$ cat config.mk
export PLATFORM = sky130hd
export DESIGN_NAME = div
export DESIGN_NICKNAME = d
export VERILOG_FILES = /design/src/rtl/div_pkg.sv /design/src/rtl/div.sv
export SDC_FILE = /design/constraint.sdc
export NUM_CORES = 1
export LEC_CHECK = 0
export CAP_MARGIN = 10
export CORE_AREA = 2 2 158 175
export CTS_CLUSTER_DIAMETER = 60
export CTS_CLUSTER_SIZE = 12
export DETAILED_ROUTE_END_ITERATION = 10
export DIE_AREA = 0 0 160 177
export PLACE_DENSITY_LB_ADDON = 0.1
export SLEW_MARGIN = 20
export SYNTH_ARGS = -nofsm -noshare
export SYNTH_HDL_FRONTEND = slang
export SYNTH_SLANG_ARGS = --single-unit
$ cat constraint.sdc
create_clock -name clk -period 4.9 [get_ports clk]
set_clock_uncertainty 0.15 [all_clocks]
set_input_delay 0.735 -clock clk [delete_from_list [all_inputs] [get_ports clk]]
set_output_delay 0.735 -clock clk [all_outputs]
set_load 0.01 [all_outputs]
$ cat src/rtl/div_pkg.sv
// Shared widths, FSM encoding and handshake levels for the DIV/DIVU divider.
package div_pkg;

    localparam int unsigned RegBus       = 32;
    localparam int unsigned DoubleRegBus = 64;

    typedef enum logic [1:0] {
        DivFree   = 2'b00,
        DivByZero = 2'b01,
        DivOn     = 2'b10,
        DivEnd    = 2'b11
    } div_state_t;

    localparam logic DivResultReady    = 1'b1;
    localparam logic DivResultNotReady = 1'b0;
    localparam logic DivStart          = 1'b1;
    localparam logic DivStop           = 1'b0;

endpackage

$ cat src/rtl/div.sv
// Radix-2 restoring divider for DIV/DIVU: one quotient bit per clock, 32 iterations.
// Result is {remainder, quotient}, held with ready_o until EX drops start_i.
module div
    import div_pkg::*;
(
    input  logic                    clk,
    input  logic                    rst,
    input  logic                    signed_div_i,
    input  logic [RegBus-1:0]       opdata1_i,
    input  logic [RegBus-1:0]       opdata2_i,
    input  logic                    start_i,
    input  logic                    annul_i,
    output logic [DoubleRegBus-1:0] result_o,
    output logic                    ready_o
);

    div_state_t               r_state;
    logic [5:0]               r_cnt;
    logic [DoubleRegBus:0]    r_work;
    logic [RegBus-1:0]        r_divisor;
    logic                     r_sign1;
    logic                     r_sign2;
    logic                     r_signed;

    logic [RegBus-1:0]        w_abs1;
    logic [RegBus-1:0]        w_abs2;
    logic [RegBus+1:0]        w_diff;
    logic [DoubleRegBus:0]    w_next;
    logic [RegBus-1:0]        w_quo;
    logic [RegBus-1:0]        w_rem;

    always_comb begin
        w_abs1 = (signed_div_i && opdata1_i[RegBus-1]) ? (~opdata1_i + 32'd1) : opdata1_i;
        w_abs2 = (signed_div_i && opdata2_i[RegBus-1]) ? (~opdata2_i + 32'd1) : opdata2_i;
    end

    // Trial subtraction is taken on the pre-shift bits [64:31], i.e. the upper
    // 33 bits after a one-bit left shift; bit 33 of the difference is its sign.
    always_comb begin
        w_diff = r_work[DoubleRegBus:RegBus-1] - {2'b00, r_divisor};
        if (!w_diff[RegBus+1]) begin
            w_next = {w_diff[RegBus:0], r_work[RegBus-2:0], 1'b1};
        end else begin
            w_next = {r_work[DoubleRegBus-1:0], 1'b0};
        end
        w_quo = w_next[RegBus-1:0];
        w_rem = w_next[DoubleRegBus-1:RegBus];
        if (r_signed && (r_sign1 ^ r_sign2)) begin
            w_quo = '0 - w_next[RegBus-1:0];
        end
        if (r_signed && r_sign1) begin
            w_rem = '0 - w_next[DoubleRegBus-1:RegBus];
        end
    end

    always_ff @(posedge clk) begin
        if (rst) begin
            r_state   <= DivFree;
            r_cnt     <= '0;
            r_work    <= '0;
            r_divisor <= '0;
            r_sign1   <= 1'b0;
            r_sign2   <= 1'b0;
            r_signed  <= 1'b0;
            result_o  <= '0;
            ready_o   <= DivResultNotReady;
        end else begin
            case (r_state)
                DivFree: begin
                    if (start_i == DivStart && !annul_i) begin
                        if (opdata2_i == '0) begin
                            r_state <= DivByZero;
                        end else begin
                            r_work    <= {33'b0, w_abs1};
                            r_divisor <= w_abs2;
                            r_sign1   <= signed_div_i & opdata1_i[RegBus-1];
                            r_sign2   <= signed_div_i & opdata2_i[RegBus-1];
                            r_signed  <= signed_div_i;
                            r_cnt     <= '0;
                            r_state   <= DivOn;
                        end
                    end
                end
                DivByZero: begin
                    result_o <= '0;
                    ready_o  <= DivResultReady;
                    r_state  <= DivEnd;
                end
                DivOn: begin
                    if (annul_i) begin
                        r_cnt   <= '0;
                        r_state <= DivFree;
                    end else begin
                        r_work <= w_next;
                        r_cnt  <= r_cnt + 6'd1;
                        if (r_cnt == 6'd31) begin
                            result_o <= {w_rem, w_quo};
                            ready_o  <= DivResultReady;
                            r_state  <= DivEnd;
                        end
                    end
                end
                DivEnd: begin
                    if (start_i == DivStop) begin
                        result_o <= '0;
                        ready_o  <= DivResultNotReady;
                        r_state  <= DivFree;
                    end
                end
                default: r_state <= DivFree;
            endcase
        end
    end

endmodule

; Word level (Yosys, flattened, before mapping)
; Cells that the tools add are included.
[op_classes]
n_addsub = 6
bitwise = 6
n_eq_ne = 10
n_mux = 27
n_reduce_logical = 15
[op_table]
columns = cell, n
row1 = 65-bit two-way mux, 4
row2 = 64-bit two-way mux, 3
row3 = 64-bit case mux with 3 select lines, 1
row4 = 65-bit case mux with 2 select lines, 1
row5 = 32-bit two-way mux, 4
row6 = 32-bit by 1-bit adder with 32-bit output (second input constant), 2
row7 = 32-bit NOT, 2
row8 = 1-bit by 32-bit subtractor with 32-bit output (first input constant), 2
row9 = 34-bit by 32-bit subtractor with 34-bit output, 1
row10 = 32-bit zero test, 1
row11 = 6-bit two-way mux, 3
row12 = 6-bit case mux with 2 select lines, 1
row13 = 2-bit two-way mux, 5
row14 = 2-bit != test (second input constant), 5
row15 = 3-bit AND reduction, 3
row16 = 2-bit case mux with 4 select lines, 1
row17 = 4-bit AND reduction, 2
row18 = 6-bit by 1-bit adder with 6-bit output (second input constant), 1
row19 = 6-bit by 5-bit == test with 1-bit output (second input constant), 1
row20 = 1-bit logical AND, 5
row21 = 2-bit == test (second input constant), 2
row22 = 1-bit two-way mux, 3
row23 = 3-bit != test (second input constant), 1
row24 = 1-bit case mux with 3 select lines, 1
row25 = 8 further kinds, 9
[word_totals]
regBits = 173
out_inout_bits = 65
inputBits = 69
wordCells = 73

; Depth between registers and ports, before layout
; Gate-level depths: netlist of run 1.
[depth]
depth_word = 7
depth_mapped = 22
ltp_nobuf = 19

; Least setup slack after synthesis of run 1
; Ideal clock, no wire load.
[synth_path]
path_kind = reg2reg
start = reg r_work[35]
end = reg result_o[62]
period_less_slack_ns = 4.722
path_slack_ns = 0.178
stages_incl_launch_ff = 19
setup_time_ns = 0.117
required_ns = 4.633
arrival_time_ns = 4.456
n_path_buf = 2
path_cell_list = dfxtp_1 > ha_1 > and2_1 > a221o_1 > o21ai_4 > a2111oi_4 > o21a_1 > nor2_4 > buf_2 > buf_1 > mux2i_1 > ha_1 > nand3_1 > nor4b_1 > a41o_1 > and4bb_1 > a41oi_1 > xor2_1 > a22o_1
[synth_via]
elab_chain_cells = 7
[synth_lines]
columns = element, line_no
row1 = from (decl), div.sv:19  ; logic [DoubleRegBus:0] r_work;
row2 = from (signal assigned), div.sv:74  ; r_work <= {33'b0, w_abs1};
row3 = from (signal assigned), div.sv:94  ; r_work <= w_next;
row4 = 34-bit by 32-bit subtractor with 34-bit output, div.sv:40  ; w_diff = r_work[DoubleRegBus:RegBus-1] - {2'b00, r_divisor};
row5 = 65-bit two-way mux (*), div.sv:41  ; if (!w_diff[RegBus+1]) begin
row6 = 1-bit by 32-bit subtractor with 32-bit output, div.sv:52  ; w_rem = '0 - w_next[DoubleRegBus-1:RegBus];
row7 = 32-bit two-way mux (*), div.sv:51  ; if (r_signed && r_sign1) begin
row8 = 64-bit two-way mux (*), div.sv:96  ; if (r_cnt == 6'd31) begin
row9 = 64-bit two-way mux (*), div.sv:90  ; if (annul_i) begin
row10 = 64-bit case mux with 3 select lines (*), div.sv:68  ; case (r_state)
row11 = to (signal assigned), div.sv:97  ; result_o <= {w_rem, w_quo};
row12 = to (decl), div.sv:13  ; output logic [DoubleRegBus-1:0] result_o,
; Every way passes the cells marked *; elsewhere a longest branch is shown, timed or not. The select of a mux whose other input is x is not followed.
; A chain may end at the register's enable or synchronous reset.

; Worst setup path after layout of run 1
[layout_path]
start = reg r_work[50]
end = reg result_o[28]
[layout_via]
elab_chain_cells = 7
[layout_lines]
columns = element, line_no
row1 = 34-bit by 32-bit subtractor with 34-bit output, div.sv:40
row2 = 65-bit two-way mux, div.sv:41
row3 = 1-bit by 32-bit subtractor with 32-bit output, div.sv:49  ; w_quo = '0 - w_next[RegBus-1:0];
row4 = 32-bit two-way mux, div.sv:48  ; if (r_signed && (r_sign1 ^ r_sign2)) begin
row5 = 64-bit two-way mux, div.sv:96
row6 = 64-bit two-way mux, div.sv:90
row7 = 64-bit case mux with 3 select lines, div.sv:68
; No other way between the ends. The select of a mux whose other input is x is not followed.

==> flow_metrics.tcl, run 1 <==
set metrics [dict create \
    post-route-period-util_pct 91.9 \
    cts_hold_buf 0 \
    wirelength_mm 36.9 \
    min_period_ps 4500 \
    ys_seq_area_share_pct 29.5 \
    relSlewSlack_pct 35.7 \
    tns_ps 0 \
    num-nets-final 1756 \
    rsz0062_at_grt "no" \
    outcome "completed" \
    syn_avg_cell_area_sq_um 7.60 \
    r2r-end "result_o[28]" \
    slew_viol_final 0 \
    grt_pass1_vias 11000 \
    grt_pass1_wl_mm 58.0 \
    layout_commonest_cell "nor2_1" \
    area_growth_pct 20.1 \
    post-route-drc-count 0 \
    clockBufferDepth 2 \
    post_cts_buffers 0 \
    root_buffer "clkbuf_16" \
    hold_violations 0 \
    slowest_stage "ha_1" \
    fp.dieH_um 177 \
    vias_per_cell 5.74 \
    cts_tree "yes" \
    p_per_area_nw_per_um2 263 \
    worstHoldStart "r_divisor[22]" \
    grt-ovfl-total 0 \
    critPathRequiredTime_ps 5050 \
    worst_hold_path.endpoint "r_divisor[22]" \
    ys_ff_latch 173 \
    grt_max_degree 71 \
    ir_drop_mv 0.165 \
    wl_per_cell_um 18.3 \
    hp-class "flop to flop" \
    ys.flop_type "dfxtp_1" \
    coreArea_sq_um 26600 \
    io_pins 134 \
    worstMarginPinSlew_ps 965 \
    yosysUniqueCellTypes 81 \
    path_class "flop to flop" \
    place_congestion 0.917 \
    cts_max_level 4 \
    syn_area_sq_um 11800 \
    synth-edff-count 0 \
    grt.total_usage_pct 25.8 \
    layout_common_cells "nor2_1, dfxtp_1, a21oi_1, clkdlybuf4s50_1, nand2_1" \
    synthesis.nets 1654 \
    start_util_pct 44.1 \
    cts_buffers 17 \
    max_stage_delay_ps 500 \
    hold_ws_ps 312 \
    cp-end-kind "flop" \
    cp_cell_sequence "ha_1, nand4_1, nor4_1, inv_1, a2111oi_4, o21a_1, nor2_4, inv_2, ha_1, inv_1, nor4_1, buf_4, nand2_1, o21ai_1, o21ai_0, xor2_1, a22oi_1, nor2_1" \
    crit_buf_inv 4 \
    clk-insertion-delay-late_ps 440 \
    hold_depth 2 \
    drive_gt1_share_pct 6.68 \
    synthCells 1547 \
    async_flop_share_pct 0 \
    cap_violations 0 \
    dp_hpwl_mm 28.2 \
    crit_start "r_work[50]" \
    rr_worst_depth 18 \
    setup_violations 0 \
    ff2ff_setup_slack_ps 400 \
    firstDrtPassIters 5 \
    ys_warn_count 0 \
    num_vias 11600 \
    num_rows 63 \
    cp.arrival_ps 4650 \
    path_max_fanout 11 \
    die_area_sq_um 28300 \
    drt_first_iter_violations 687 \
    r2r_start "r_work[50]" \
    clock_sinks 173 \
    fillers 2699 \
    path_delay_family "compound AO/OA/AOI/OAI gates" \
    clkSlewWorstSetupHoldPaths_ps 70 \
    cts-resized-gates 0 \
    antenna_found_initial 1 \
    p_leak_nw 5.34 \
    fmax_ghz 0.222 \
    io_buffer_count 133 \
    die_w_um 160 \
    start_kind "flop" \
    antenna_left 0 \
]
==> state kept, by name (all words and copies together) (netlist names) <==
| register | cells |
|---|---|
| result_o | 64 |
| r_state | 2 |
| r_sign1 | 1 |
| r_cnt | 6 |
| r_sign2 | 1 |
| r_work | 65 |
| ready_o | 1 |
| r_signed | 1 |
| r_divisor | 32 |
==> Yosys cell counts (11+ instances only) <==
cell | count | area [sq um]
nor2_1 | 265 | 995
nor4_1 | 21 | 131
nand3_1 | 20 | 100
buf_2 | 24 | 120
o31ai_1 | 20 | 150
a22o_1 | 30 | 263
and2_1 | 12 | 75.1
xnor2_1 | 72 | 631
a22oi_1 | 32 | 240
dfxtp_1 | 173 | 3460
xor2_1 | 58 | 508
nand2b_1 | 11 | 68.8
a31oi_1 | 39 | 244
or3_1 | 18 | 113
nand2_1 | 93 | 349
nand4_1 | 11 | 68.8
inv_1 | 54 | 203
mux2i_1 | 18 | 180
a211oi_1 | 66 | 495
a21oi_1 | 133 | 666
nor3_1 | 40 | 200
ha_1 | 37 | 463
o21ai_0 | 70 | 350
clkbuf_1 | 63 | 236
o211ai_1 | 11 | 82.6
==> stage by stage <==
step | setup WS [ps] | util, % | power (mW) | std cells | instance area [sq um]
3_3_place_gp | 389 | 50.8 | 2.35 | 1987 | 13500
5_1_grt | 70.7 | 53.0 | 3.89 | 2018 | 14100
4_1_cts | 420 | 53.0 | 3.74 | 2018 | 14100
6_report | 399 | 53.0 | 3.72 | 2019 | 14100
2_1_floorplan | 178 | - | 2.07 | 1547 | 11800
3_5_place_dp | 342 | 50.8 | 2.35 | 1987 | 13500
==> area by class of cell <==
type	instances	area, sq um	area share, %
multi-input cells	1225	7690	54.5
flip-flops and latches	173	3460	24.5
repair buffers	177	1720	12.2
well taps	357	447	3.16
clock buffers	18	439	3.11
inverters	55	206	1.46
clock inverters	13	149	1.05
diodes	1	2.50	0.0177
==> metal layers <==
layer / global-route usage, % / routed length (um)
met4: 14.0 / 1870
met2: 45.2 / 18200
met3: 4.26 / 1440
met5: 0 / 0
met1: 30.2 / 15400
==> cell families after synthesis <==
group | Yosys count | synth area share, %
and+or+nand+nor | 551 | 22.1
AOI/OAI and AO/OA | 486 | 27.6
DFF | 173 | 29.5
buffers and inverters | 149 | 5.33
xor gates and xnor gates | 130 | 9.68
adders and majority gates | 38 | 4.11
muxes | 20 | 1.72
==> power by group <==
group	switching [mW]	internal (mW)
logic	0.518	0.324
clock network	0.658	0.738
registers	0.0360	1.45
total	1.21	2.51
==> how the worst max path moves through the flow <==
stage | to | cells past startpoint
detailed placement | r_work[22] | 13
floorplan | result_o[62] | 18
finish | result_o[28] | 18
CTS | result_o[28] | 18
global placement | r_work[30] | 13
global route | result_o[28] | 18
==> worst min-delay path, delay by kind of cell, from the launching register on <==
family | cells | cell delay, ps
AOI/OAI and AO/OA | 1 | 50
DFF | 1 | 310
and+or+nand+nor | 1 | 50
Power figures use the tool's default switching activity.
==> inputs of run 2 (changes only) <==
--- a/config.mk
+++ b/config.mk
@@ -6,11 +6,11 @@
 export NUM_CORES = 1
 export LEC_CHECK = 0
 export CAP_MARGIN = 10
-export CORE_AREA = 2 2 158 175
+export CORE_AREA = 2 2 126 190
 export CTS_CLUSTER_DIAMETER = 60
 export CTS_CLUSTER_SIZE = 12
 export DETAILED_ROUTE_END_ITERATION = 10
-export DIE_AREA = 0 0 160 177
+export DIE_AREA = 0 0 128 192
 export PLACE_DENSITY_LB_ADDON = 0.1
 export SLEW_MARGIN = 20
 export SYNTH_ARGS = -nofsm -noshare
==> run 2 against run 1 <==
- sequential power hardly changed
- worst hold slack better by 4.8 ps
- critical path depth is 2 lower
- first-iteration DRC count is 25% higher
- clock power hardly changed
- final cell count is 4.2% lower
- final area is 1.0% lower
- register-to-register slack worse by 190 ps
- count of clock-buffer cells in the layout is 3 higher
- largest cell class unchanged
- setup slack worse by 190 ps
- utilization is 8.3 points higher
- wire length is 1.4% lower
==> flow_metrics.tcl, run 2 (same netlist as run 1, synthesis figures left out) <==
set metrics [dict create \
    outcome "completed" \
    path_delay_family "simple AND/OR/NAND/NOR gates" \
    fillers 2108 \
    num_vias 11800 \
    grt_pass1_vias 11400 \
    ir_drop_mv 0.264 \
    cts_hold_buf 0 \
    p_per_area_nw_per_um2 267 \
    grt_max_degree 83 \
    place_ws_ps 176 \
    place_congestion 0.947 \
    io_pins 134 \
    layout_common_cells "nor2_1, dfxtp_1, a21oi_1, clkdlybuf4s50_1, nand2_1" \
    cp_cell_sequence "ha_1, nand4_1, nor4_1, inv_1, a2111oi_4, nor3_2, nor2_4, mux2i_1, ha_1, nand3_1, nor4b_1, a41o_1, and4bb_1, a41oi_1, xor2_1, a22o_1" \
    setup_violations 0 \
    worstMarginPinSlew_ps 982 \
    crit_buf_inv 1 \
    max_stage_delay_ps 490 \
    hold_violations 0 \
    min_period_ps 4690 \
    firstDrtPassIters 5 \
    hp-class "flop to flop" \
    coreArea_sq_um 22800 \
    path_max_fanout 10 \
    start_util_pct 51.6 \
    start_kind "flop" \
    die_w_um 128 \
    cp-end-kind "flop" \
    clock_sinks 173 \
    num_rows 68 \
    dp.cells 1902 \
    cp.arrival_ps 4880 \
    vias_per_cell 6.09 \
    regMostFlops "r_work" \
    fmax_ghz 0.213 \
    drt_first_iter_violations 860 \
    post-route-period-util_pct 95.8 \
    die_area_sq_um 24600 \
    clockBufferDepth 2 \
    grt.total_usage_pct 29.7 \
    post-route-drc-count 0 \
    cts_buffers 17 \
    dp_hpwl_mm 27.4 \
    drive_gt1_share_pct 6.41 \
    root_buffer "clkbuf_16" \
    num-nets-final 1748 \
    grt-ovfl-total 0 \
    setup_ws_ps 206 \
    clkSlewWorstSetupHoldPaths_ps 70 \
    slowest_stage "ha_1" \
    antenna_found_initial 0 \
    diodes 0 \
    critPathRequiredTime_ps 5090 \
    p_leak_nw 5.28 \
    area_growth_pct 18.9 \
    cp_common_cell "ha_1" \
    cap_violations 0 \
    wirelength_mm 36.4 \
    stdcell_count 1934 \
    top_regs "r_work (65), result_o (64), r_divisor (32)" \
    fp.dieH_um 192 \
    antenna_left 0 \
    cts_max_level 4 \
    io_buffer_count 133 \
    tns_ps 0 \
    largest_register_ffs 65 \
    cts_tree "yes" \
    wl_per_cell_um 18.8 \
    slew_viol_final 0 \
    relSlewSlack_pct 34.5 \
    path_class "flop to flop" \
    grt_pass1_wl_mm 58.1 \
    layout_commonest_cell "nor2_1" \
    clk-insertion-delay-late_ps 440 \
]
## run 2: through the flow
stage	cell area [sq um]	power (mW)	utilization, %	hold slack [ps]
final	14000	3.73	61.3	317
after global routing	14000	3.89	61.3	329
after CTS	14000	3.73	61.2	315
after detailed placement	13400	2.34	58.5	304
after global placement	13400	2.33	58.5	293
after floorplan	11800	2.07	-	282
## run 2: final timing paths
check | startpoint | to | slack, ps | cells past startpoint
worst max-delay path | r_work[51] | result_o[62] | 210 | 16
worst min-delay path | r_divisor[22] | r_divisor[22] | 320 | 2
worst max register to register | r_work[51] | result_o[62] | 210 | 16
worst min register to register | r_divisor[22] | r_divisor[22] | 320 | 2
## run 2: repair_timing
action	CTS	global route
buffers inserted	0	0
gates resized for setup	0	6
setup endpoints to repair	0	7
## run 2: layout make-up
class,count,area [sq um],share of cell area (%)
sequential,173,3460,24.8
clock buffer,21,470,3.37
multi-input combinational,1225,7710,55.2
inverter,55,206,1.48
timing repair buffer,169,1640,11.7
tap,280,350,2.51
clock inverter,11,134,0.958
## run 2: power by group
part           total, mW  switching [mW]  leakage (nW)  internal, mW
Clock               1.40           0.601         0.283         0.797
Combinational      0.847           0.526          3.60         0.321
Sequential          1.48          0.0354          1.40          1.45
## run 2: worst min-delay path: stages (launching register included)
cell     delay, ps
dfxtp_1        310
nand2_1         60
a21oi_1         50
## run 2: metal layers
metal / track usage, % / vias to the layer above / wire (um)
li1: - / 5807 / -
met1: 33.9 / 5514 / 14400
met2: 53.2 / 374 / 18300
met3: 5.18 / 78 / 2030
met4: 14.3 / 0 / 1660
met5: 0 / - / 0
